**config.mk**
```make
export PLATFORM = sky130hd
export DESIGN_NAME = uart_fifo_tx
export DESIGN_NICKNAME = d
export VERILOG_FILES = /design/src/rtl/uart_pkg.sv /design/src/rtl/uart_baud_gen.sv /design/src/rtl/uart_fifo_tx.sv
export SDC_FILE = /design/constraint.sdc
export NUM_CORES = 1
export LEC_CHECK = 0
export CELL_PAD_IN_SITES_DETAIL_PLACEMENT = 0
export CELL_PAD_IN_SITES_GLOBAL_PLACEMENT = 2
export CORE_ASPECT_RATIO = 0.75
export CORE_MARGIN = 4
export CORE_UTILIZATION = 29
export DETAILED_ROUTE_END_ITERATION = 10
export PLACE_DENSITY = 0.82
export SYNTH_ARGS = -nofsm -noshare
export SYNTH_HDL_FRONTEND = slang
export SYNTH_SLANG_ARGS = --single-unit
```
**constraint.sdc**
```tcl
create_clock -name clock -period 1.71 [get_ports clock]
set_clock_uncertainty 0.15 [all_clocks]
set_input_delay 0.2565 -clock clock [delete_from_list [all_inputs] [get_ports clock]]
set_output_delay 0.2565 -clock clock [all_outputs]
set_load 0.01 [all_outputs]
```
**src/rtl/uart_pkg.sv**
```systemverilog
// Shared definitions for the UART transmit path: FSM state encoding, frame constants, parity helper.
// Latency: n/a (package).
// Backpressure: n/a (package).
package uart_pkg;

    // 3-bit state encoding of the transmit FSM.
    localparam logic [2:0] S_IDLE   = 3'd0;
    localparam logic [2:0] S_FETCH  = 3'd1;
    localparam logic [2:0] S_WAIT   = 3'd2;
    localparam logic [2:0] S_START  = 3'd3;
    localparam logic [2:0] S_DATA   = 3'd4;
    localparam logic [2:0] S_PARITY = 3'd5;
    localparam logic [2:0] S_STOP   = 3'd6;

    typedef enum logic [2:0] {
        ST_IDLE   = S_IDLE,
        ST_FETCH  = S_FETCH,
        ST_WAIT   = S_WAIT,
        ST_START  = S_START,
        ST_DATA   = S_DATA,
        ST_PARITY = S_PARITY,
        ST_STOP   = S_STOP
    } tx_state_t;

    localparam int   DATA_BITS  = 8;
    localparam logic IDLE_LEVEL = 1'b1;

    // Even parity makes the total count of ones even; odd parity inverts it.
    function automatic logic parity_bit(input logic [7:0] data, input logic odd);
        return odd ? ~(^data) : (^data);
    endfunction

endpackage

```
**src/rtl/uart_baud_gen.sv**
```systemverilog
// Bit-period timer: counts 0..CLKS_PER_BIT-1 and flags the last cycle of each serial bit.
// Latency: bit_tick is a decode of the registered count; clear takes effect on the next edge.
// Backpressure: none; free-running unless cleared.
// Ports: clock, resetn (sync, active-low), clear (restart the period), bit_tick (last cycle of period).
module uart_baud_gen #(
    parameter int CLKS_PER_BIT = 16
) (
    input  logic clock,
    input  logic resetn,
    input  logic clear,
    output logic bit_tick
);

    localparam int            CW   = (CLKS_PER_BIT > 1) ? $clog2(CLKS_PER_BIT) : 1;
    localparam logic [CW-1:0] LAST = CW'(CLKS_PER_BIT - 1);

    logic [CW-1:0] cnt;

    always_ff @(posedge clock) begin
        if (!resetn || clear) begin
            cnt <= '0;
        end else if (cnt == LAST) begin
            cnt <= '0;
        end else begin
            cnt <= cnt + 1'b1;
        end
    end

    assign bit_tick = (cnt == LAST);

endmodule

```
**src/rtl/uart_fifo_tx.sv**
```systemverilog
// Drains bytes from the packet FIFO and serialises them as UART frames (start, 8 data LSB first, opt. parity, 1-2 stop).
// Latency: fetch condition seen in IDLE at edge E0 -> read strobe after E0 -> tx falls after E2.
// Backpressure: waits on fifo_empty / tx_enable; frames in flight always complete unless soft_reset aborts them.
// Ports: clock, resetn, soft_reset, tx_enable, fifo_empty, fifo_data[7:0] in; fifo_read_enb, tx, busy, byte_done out.
module uart_fifo_tx
    import uart_pkg::*;
#(
    parameter int CLKS_PER_BIT = 16,
    parameter int PARITY_EN    = 0,
    parameter int PARITY_ODD   = 0,
    parameter int STOP_BITS    = 1
) (
    input  logic       clock,
    input  logic       resetn,
    input  logic       soft_reset,
    input  logic       tx_enable,
    input  logic       fifo_empty,
    input  logic [7:0] fifo_data,
    output logic       fifo_read_enb,
    output logic       tx,
    output logic       busy,
    output logic       byte_done
);

    tx_state_t  state, state_n;
    logic [2:0] bit_idx, bit_idx_n;
    logic [7:0] shift, shift_n;
    logic [7:0] data_q, data_n;
    logic       tx_n;
    logic       bit_tick;
    logic       baud_clear;
    logic       last_stop;

    uart_baud_gen #(
        .CLKS_PER_BIT (CLKS_PER_BIT)
    ) u_baud (
        .clock    (clock),
        .resetn   (resetn),
        .clear    (baud_clear),
        .bit_tick (bit_tick)
    );

    // bit_idx doubles as the stop-bit counter while in STOP.
    assign last_stop  = (state == ST_STOP) && bit_tick && (bit_idx == 3'(STOP_BITS - 1));
    assign byte_done  = last_stop;
    // Every state change restarts the bit period so each state gets full bit lengths.
    assign baud_clear = soft_reset || (state_n != state);

    always_comb begin
        state_n   = state;
        bit_idx_n = bit_idx;
        shift_n   = shift;
        data_n    = data_q;
        case (state)
            ST_IDLE:   if (tx_enable && !fifo_empty) state_n = ST_FETCH;
            ST_FETCH:  state_n = ST_WAIT;
            ST_WAIT: begin
                // FIFO output is registered: the byte is valid only in this cycle.
                state_n = ST_START;
                shift_n = fifo_data;
                data_n  = fifo_data;
            end
            ST_START:  if (bit_tick) state_n = ST_DATA;
            ST_DATA: begin
                if (bit_tick) begin
                    shift_n   = {1'b0, shift[7:1]};
                    bit_idx_n = bit_idx + 3'd1;
                    if (bit_idx == 3'(DATA_BITS - 1)) begin
                        state_n = (PARITY_EN != 0) ? ST_PARITY : ST_STOP;
                    end
                end
            end
            ST_PARITY: if (bit_tick) state_n = ST_STOP;
            ST_STOP: begin
                if (bit_tick) begin
                    bit_idx_n = bit_idx + 3'd1;
                    if (last_stop) begin
                        state_n = (tx_enable && !fifo_empty) ? ST_FETCH : ST_IDLE;
                    end
                end
            end
            default:   state_n = ST_IDLE;
        endcase

        if (state_n != state) bit_idx_n = '0;

        // tx is registered from the next-state decode so the line level lines up with the state.
        tx_n = IDLE_LEVEL;
        case (state_n)
            ST_START:  tx_n = 1'b0;
            ST_DATA:   tx_n = shift_n[0];
            ST_PARITY: tx_n = parity_bit(data_q, PARITY_ODD != 0);
            default:   tx_n = IDLE_LEVEL;
        endcase
    end

    always_ff @(posedge clock) begin
        if (!resetn || soft_reset) begin
            state         <= ST_IDLE;
            bit_idx       <= '0;
            shift         <= '0;
            data_q        <= '0;
            tx            <= IDLE_LEVEL;
            fifo_read_enb <= 1'b0;
            busy          <= 1'b0;
        end else begin
            state         <= state_n;
            bit_idx       <= bit_idx_n;
            shift         <= shift_n;
            data_q        <= data_n;
            tx            <= tx_n;
            fifo_read_enb <= (state_n == ST_FETCH);
            busy          <= (state_n != ST_IDLE);
        end
    end

endmodule

```
==> impl_metrics.yaml, run 1 <==
outcome:
  outcome: "finished, violations left"
  violations: "negative setup slack"
yosys:
  syn-cell-area_um2: 1410
  synthTopCellsByArea: "dfxtp_1 41%, nand2_1 8.8%, a21oi_1 7.8%"
  ys_seq_area_frac: 0.412
  synth_top_cell_by_area: "dfxtp_1"
  synthArstFlopShare: 0
  netlist.area_leader.share: 0.412
  synth_nets: 187
  synth-xor-area-share: 0.0560
  synth_compound_gate_area_share: 0.221
  synth_fa_ha_area_frac: 0.0355
  ys_ff_latch: 29
  yosysWarnings: 0
  yosys_most_used_dff: "dfxtp_1"
  synthDistinctLibCells: 38
  synth-simple-area-share: 0.230
  netlist_instances: 170
  synth.area.mux_share: 0
  synth_top_family_by_area: "simple AND/OR/NAND/NOR gates"
  synth_edf_count: 0
  synth.avg_cell_area_um2: 8.29
place:
  hpwlAfterDp_um: 2430
  portBuffers: 16
  place_area_um2: 1830
  place.gp.congestion: 0.795
  post-place-ws_ps: -249
setup_path:
  critPathTopFamily: "compound AO/OA/AOI/OAI gates"
  required_ps: 1730
  endpoint_kind: "flip-flop"
  slowest_delay_ps: 350
  path_max_fanout: 7
  crit_type: "reg2reg"
  crit_chain: "ha_4 > and3_4 > a21oi_4 > o21a_1 > o31ai_4 > buf_6 > a21oi_1"
  cp.buffers_inverters: 1
  startpoint_type: "flip-flop"
  arrival_ps: 1750
  crit_path_top_delay_cell: "dfxtp_2"
global_route:
  grt_antenna_before_repair: 0
  grt_pass1_wl_um: 5780
  grt_pass1_vias: 1309
  grt_overflow: 0
  grt_max_degree: 21
  grtUsageTotal: 0.127
timing:
  rsz0062_at_grt: "yes"
  slew_headroom: 0.793
  final-hold-violation-count: 0
  whs_ps: 320
  worstMarginPinSlew_ps: 310
  worst_slack_ps: -18.8
  finalCritPeriodShare: 1.01
  period_minus_slack_ps: 1730
  fin_setup_tns_ps: -51.6
  report.final.slew_viol_count: 0
  max_freq_mhz: 578
  setup_violations: 6
cells_and_area:
  area_growth_syn_to_layout_pct: 53.3
  n_antenna_cell: 0
  fin_area_um2: 2160
  drive_above_1_share: 0.353
  final_cell_mix: "33 x nand2_1, 29 x buf_4, 22 x dfxtp_1"
  final_common_cell: "nand2_1"
  layout.nets: 234
pwr:
  irDropWorstVdd_uv: 599
  leakage_nw: 0.747
  finalPower_mw: 1.67
  powerDensity_nw_per_um2: 772
route:
  vias: 1360
  drtIter0Drc: 82
  wl_um: 3510
  post-route-drc-count: 0
  dr.pass1.iters: 4
  via_per_inst: 4.95
  wl_per_cell_um: 12.7
  drtAntennaViolNets: 0
worst_hold_path:
  hold_path.class: "reg2reg"
cts:
  clkSlewWorstSetupHoldPaths_ps: 70
  cts_buffers: 5
  cts_htree_levels: 2
  cts_tree: "built"
  clock-root-buffer: "clkbuf_8"
  cts_buffer_depth: 2
  cts_sinks: 29
  clk_latency_ps: 280
  hold_buffers: 0
die:
  chipWidth_um: 88.5
  boundaryPins: 17
  core.rowCount: 21
  die-area_um2: 6050
  die_h_um: 68.4
  core_area_um2: 4570
  start_util: 0.308
run:
  drv_cap: 0
## through the flow
step / util / std cells
4_1_cts: 0.453 / 274
6_report: 0.472 / 275
2_1_floorplan: - / 170
3_3_place_gp: 0.401 / 263
3_5_place_dp: 0.401 / 263
5_1_grt: 0.472 / 275
## cells by family (layout without fill, tap and decap cells)
| logic type | after synthesis | after routing |
|---|---|---|
| buf+inv | 12 | 60 |
| fa+ha+maj | 4 | 4 |
| compound gates | 48 | 48 |
| simple gates | 68 | 68 |
| flops | 29 | 29 |
| xor+xnor | 9 | 9 |
## report_power, final
group	switching [mW]	total [mW]	internal, mW	leakage, nW
sequential	0.00566	0.689	0.683	0.238
combinational	0.0549	0.124	0.0692	0.442
clock	0.276	0.854	0.579	0.0681
total	0.336	1.67	1.33	0.747
## tightest hold or removal path, stage by stage (launching register included)
cell	delay, ps
dfxtp_1	320
nand2_1	50
a21oi_1	50
## worst paths after layout
| path | startpoint | to | slack, ps | depth (start not counted) |
|---|---|---|---|---|
| max | u_baud.cnt[1] | bit_idx[1] | -20 | 7 |
| min | data_q[0] | data_q[0] | 320 | 2 |
| max reg2reg | u_baud.cnt[1] | bit_idx[1] | -20 | 7 |
| min reg2reg | data_q[0] | data_q[0] | 320 | 2 |
## repair_timing
item,CTS,global route
hold endpoints to repair,0,0
setup buffers,3,1
setup endpoints to repair,10,12
gates resized for setup,25,20
pin swaps,8,13
## routing by layer
metal,vias up,routed length (um),track usage
met4,0,46,0.0509
met5,-,0,0
met1,622,1640,0.157
met3,4,246,0.0481
met2,44,1570,0.201
li1,690,-,-
## synth_stat cells (all sizes together) (2+ instances only)
master	number
nand2	33
o21ai	8
buf	6
a32oi	2
clkbuf	2
nor2b	4
nor2	15
ha	4
nor3	3
a31oi	8
dfxtp	29
inv	4
and2	2
a21oi	22
nand2b	3
o31ai	2
xnor2	8
## final cells by class
cell class                      instances  area [um2]
Inverter                                4        15.0
Fill cell                             447        2410
Multi-Input combinational cell        129         935
Clock buffer                            5        68.8
Sequential cell                        29         589
Timing Repair Buffer                   48         415
Clock inverter                          3        65.1
Tap cell                               57        71.3
## sequential cells by signal, indices dropped and copies added, names as in the netlist
name           count
bit_idx            3
busy               1
data_q             8
fifo_read_enb      1
shift              8
state              3
tx                 1
u_baud.cnt         4
(Power assumes the default switching activity.)
==> run 2, diff against run 1 <==
CORE_MARGIN = 3   (was 4)
REMOVE_ABC_BUFFERS = 1   (was not set)
==> run 2 against run 1 <==
The flow still finishes with violations (negative setup slack); sequential power is essentially flat; wire length is 5.5% higher; die area decreased by 5.1%; setup slack got worse by 1.4 ps; combinational power barely moved; core utilization decreased by 1.3 points; non-clock buffer count grew 1; flip-flop and latch count unchanged; total power shrank 14%; fmax about the same; critical path depth rose by 1; via count shrank 1.2%; critical endpoint is now u_baud.cnt[3].
==> impl_metrics.yaml, run 2 (same netlist as run 1, synthesis figures left out) <==
cts:
  hold_buffers: 0
  clk_latency_ps: 280
  cts_tree: "built"
  clock-root-buffer: "clkbuf_8"
  cts_buffer_depth: 2
  cts_buffers: 5
  cts_sinks: 29
  clkSlewWorstSetupHoldPaths_ps: 60
  cts_htree_levels: 2
die:
  start_util: 0.308
  core_area_um2: 4570
  core.rowCount: 21
  die_h_um: 66.4
  die-area_um2: 5740
  boundaryPins: 17
  chipWidth_um: 86.5
global_route:
  grt_pass1_vias: 1377
  grtUsageTotal: 0.141
  grt_pass1_wl_um: 6150
  grt_antenna_before_repair: 0
  grt_max_degree: 21
  grt_busiest_layer: "met2"
  use_met1: 0.158
  use_met3: 0.0548
  use_met2: 0.244
  grt_overflow: 0
cells_and_area:
  n_antenna_cell: 0
  layout.nets: 235
  final_common_cell: "nand2_1"
  fin_area_um2: 2100
  stdcell_count: 276
  drive_above_1_share: 0.338
  area_growth_syn_to_layout_pct: 49.2
  n_fill_cell: 446
  final_cell_mix: "32 x nand2_1, 27 x buf_4, 24 x dfxtp_1"
  reg_top3: "data_q: 8 flops, shift: 8 flops, u_baud.cnt: 4 flops"
route:
  via_per_inst: 4.87
  dr.pass1.iters: 4
  drtAntennaViolNets: 0
  drtIter0Drc: 50
  post-route-drc-count: 0
  wl_per_cell_um: 13.4
  wl_um: 3700
  vias: 1344
timing:
  slew_headroom: 0.761
  worstMarginPinSlew_ps: 357
  period_minus_slack_ps: 1730
  worst_slack_ps: -20.3
  finalCritPeriodShare: 1.01
  whs_ps: 320
  rsz0062_at_grt: "yes"
  report.final.slew_viol_count: 0
  max_freq_mhz: 578
  final-hold-violation-count: 0
  setup_violations: 7
setup_path:
  critPathTopFamily: "compound AO/OA/AOI/OAI gates"
  slowest_delay_ps: 350
  path_max_fanout: 7
  startpoint_type: "flip-flop"
  cp.buffers_inverters: 2
  arrival_ps: 1740
  endpoint_kind: "flip-flop"
  crit_chain: "ha_4 > nand3_2 > buf_6 > o31ai_4 > a21oi_2 > o31ai_4 > buf_6 > a21oi_1"
  required_ps: 1720
  crit_type: "reg2reg"
  crit_path_top_delay_cell: "dfxtp_2"
pwr:
  clockPowerShare: 0.435
  irDropWorstVdd_uv: 398
  powerDensity_nw_per_um2: 682
  sw_frac_of_total: 0.223
  seqPwrFrac: 0.480
  comb_power_share: 0.085
  leakage_nw: 0.732
  intPower_mw: 1.11
  switching_power_mw: 0.320
place:
  place_area_um2: 1790
  dp_cells: 260
  post-place-ws_ps: -227
  hpwlAfterDp_um: 2560
  portBuffers: 16
  place.gp.congestion: 0.827
outcome:
  outcome: "finished, violations left"
  violations: "negative setup slack"
run:
  drv_cap: 0
worst_hold_path:
  hold_path.class: "reg2reg"
[run 2: cell types whose count changed in the layout (fill, tap and decap cells not counted), sizes merged]
cell,delta
bufinv,-2
clkbuf,+2
buf,+1
[run 2: layout make-up]
| class | instances | area (um2) | share of cell area |
|---|---|---|---|
| sequential | 29 | 587 | 0.279 |
| clock buffer | 7 | 96.3 | 0.0458 |
| timing repair buffer | 49 | 434 | 0.207 |
| tap | 57 | 71.3 | 0.0339 |
| clock inverter | 1 | 5.00 | 0.00238 |
| inverter | 4 | 15.0 | 0.00714 |
| multi-input combinational | 129 | 893 | 0.425 |
[run 2: through the flow]
step | utilization | setup TNS (ps) | total power [mW]
floorplan | - | -1450 | 0.746
global placement | 0.392 | -1630 | 0.806
detailed placement | 0.392 | -2090 | 0.808
CTS | 0.444 | 0 | 1.45
global route | 0.460 | -634 | 1.50
finish | 0.460 | -96.5 | 1.43
[run 2: power groups by stage]
| stage | Clock (mW) | Combinational (mW) | Sequential (mW) |
|---|---|---|---|
| 2_1_floorplan | 0 | 0.0400 | 0.706 |
| 3_3_place_gp | 0 | 0.104 | 0.702 |
| 3_5_place_dp | 0 | 0.106 | 0.702 |
| 4_1_cts | 0.649 | 0.116 | 0.688 |
| 5_1_grt | 0.677 | 0.133 | 0.689 |
| 6_report | 0.624 | 0.123 | 0.688 |
[run 2: routing by layer]
layer / up-vias / wire [um]
met2: 25 / 1850
met4: 0 / 14
met3: 2 / 140
met5: - / 0
met1: 633 / 1690
li1: 684 / -
[run 2: worst register-to-register path, cell delays in order, from the launching register on]
cell and delay, ps:
dfxtp_2 350, ha_4 160, nand3_2 100, buf_6 150, o31ai_4 310, a21oi_2 110
o31ai_4 70, buf_6 160, a21oi_1 50
[run 2: worst paths after layout]
check / startpoint / to / slack, ps / cells after the start
min: data_q[6] / data_q[6] / 320 / 2
max: u_baud.cnt[0] / u_baud.cnt[3] / -20 / 8
max reg2reg: u_baud.cnt[0] / u_baud.cnt[3] / -20 / 8
min reg2reg: data_q[6] / data_q[6] / 320 / 2
[run 2: what timing repair did]
action / in CTS / in global routing
gates resized for setup: 30 / 15
pin swaps: 11 / 17
setup buffers: 5 / 3
endpoints found under the setup margin: 11 / 11
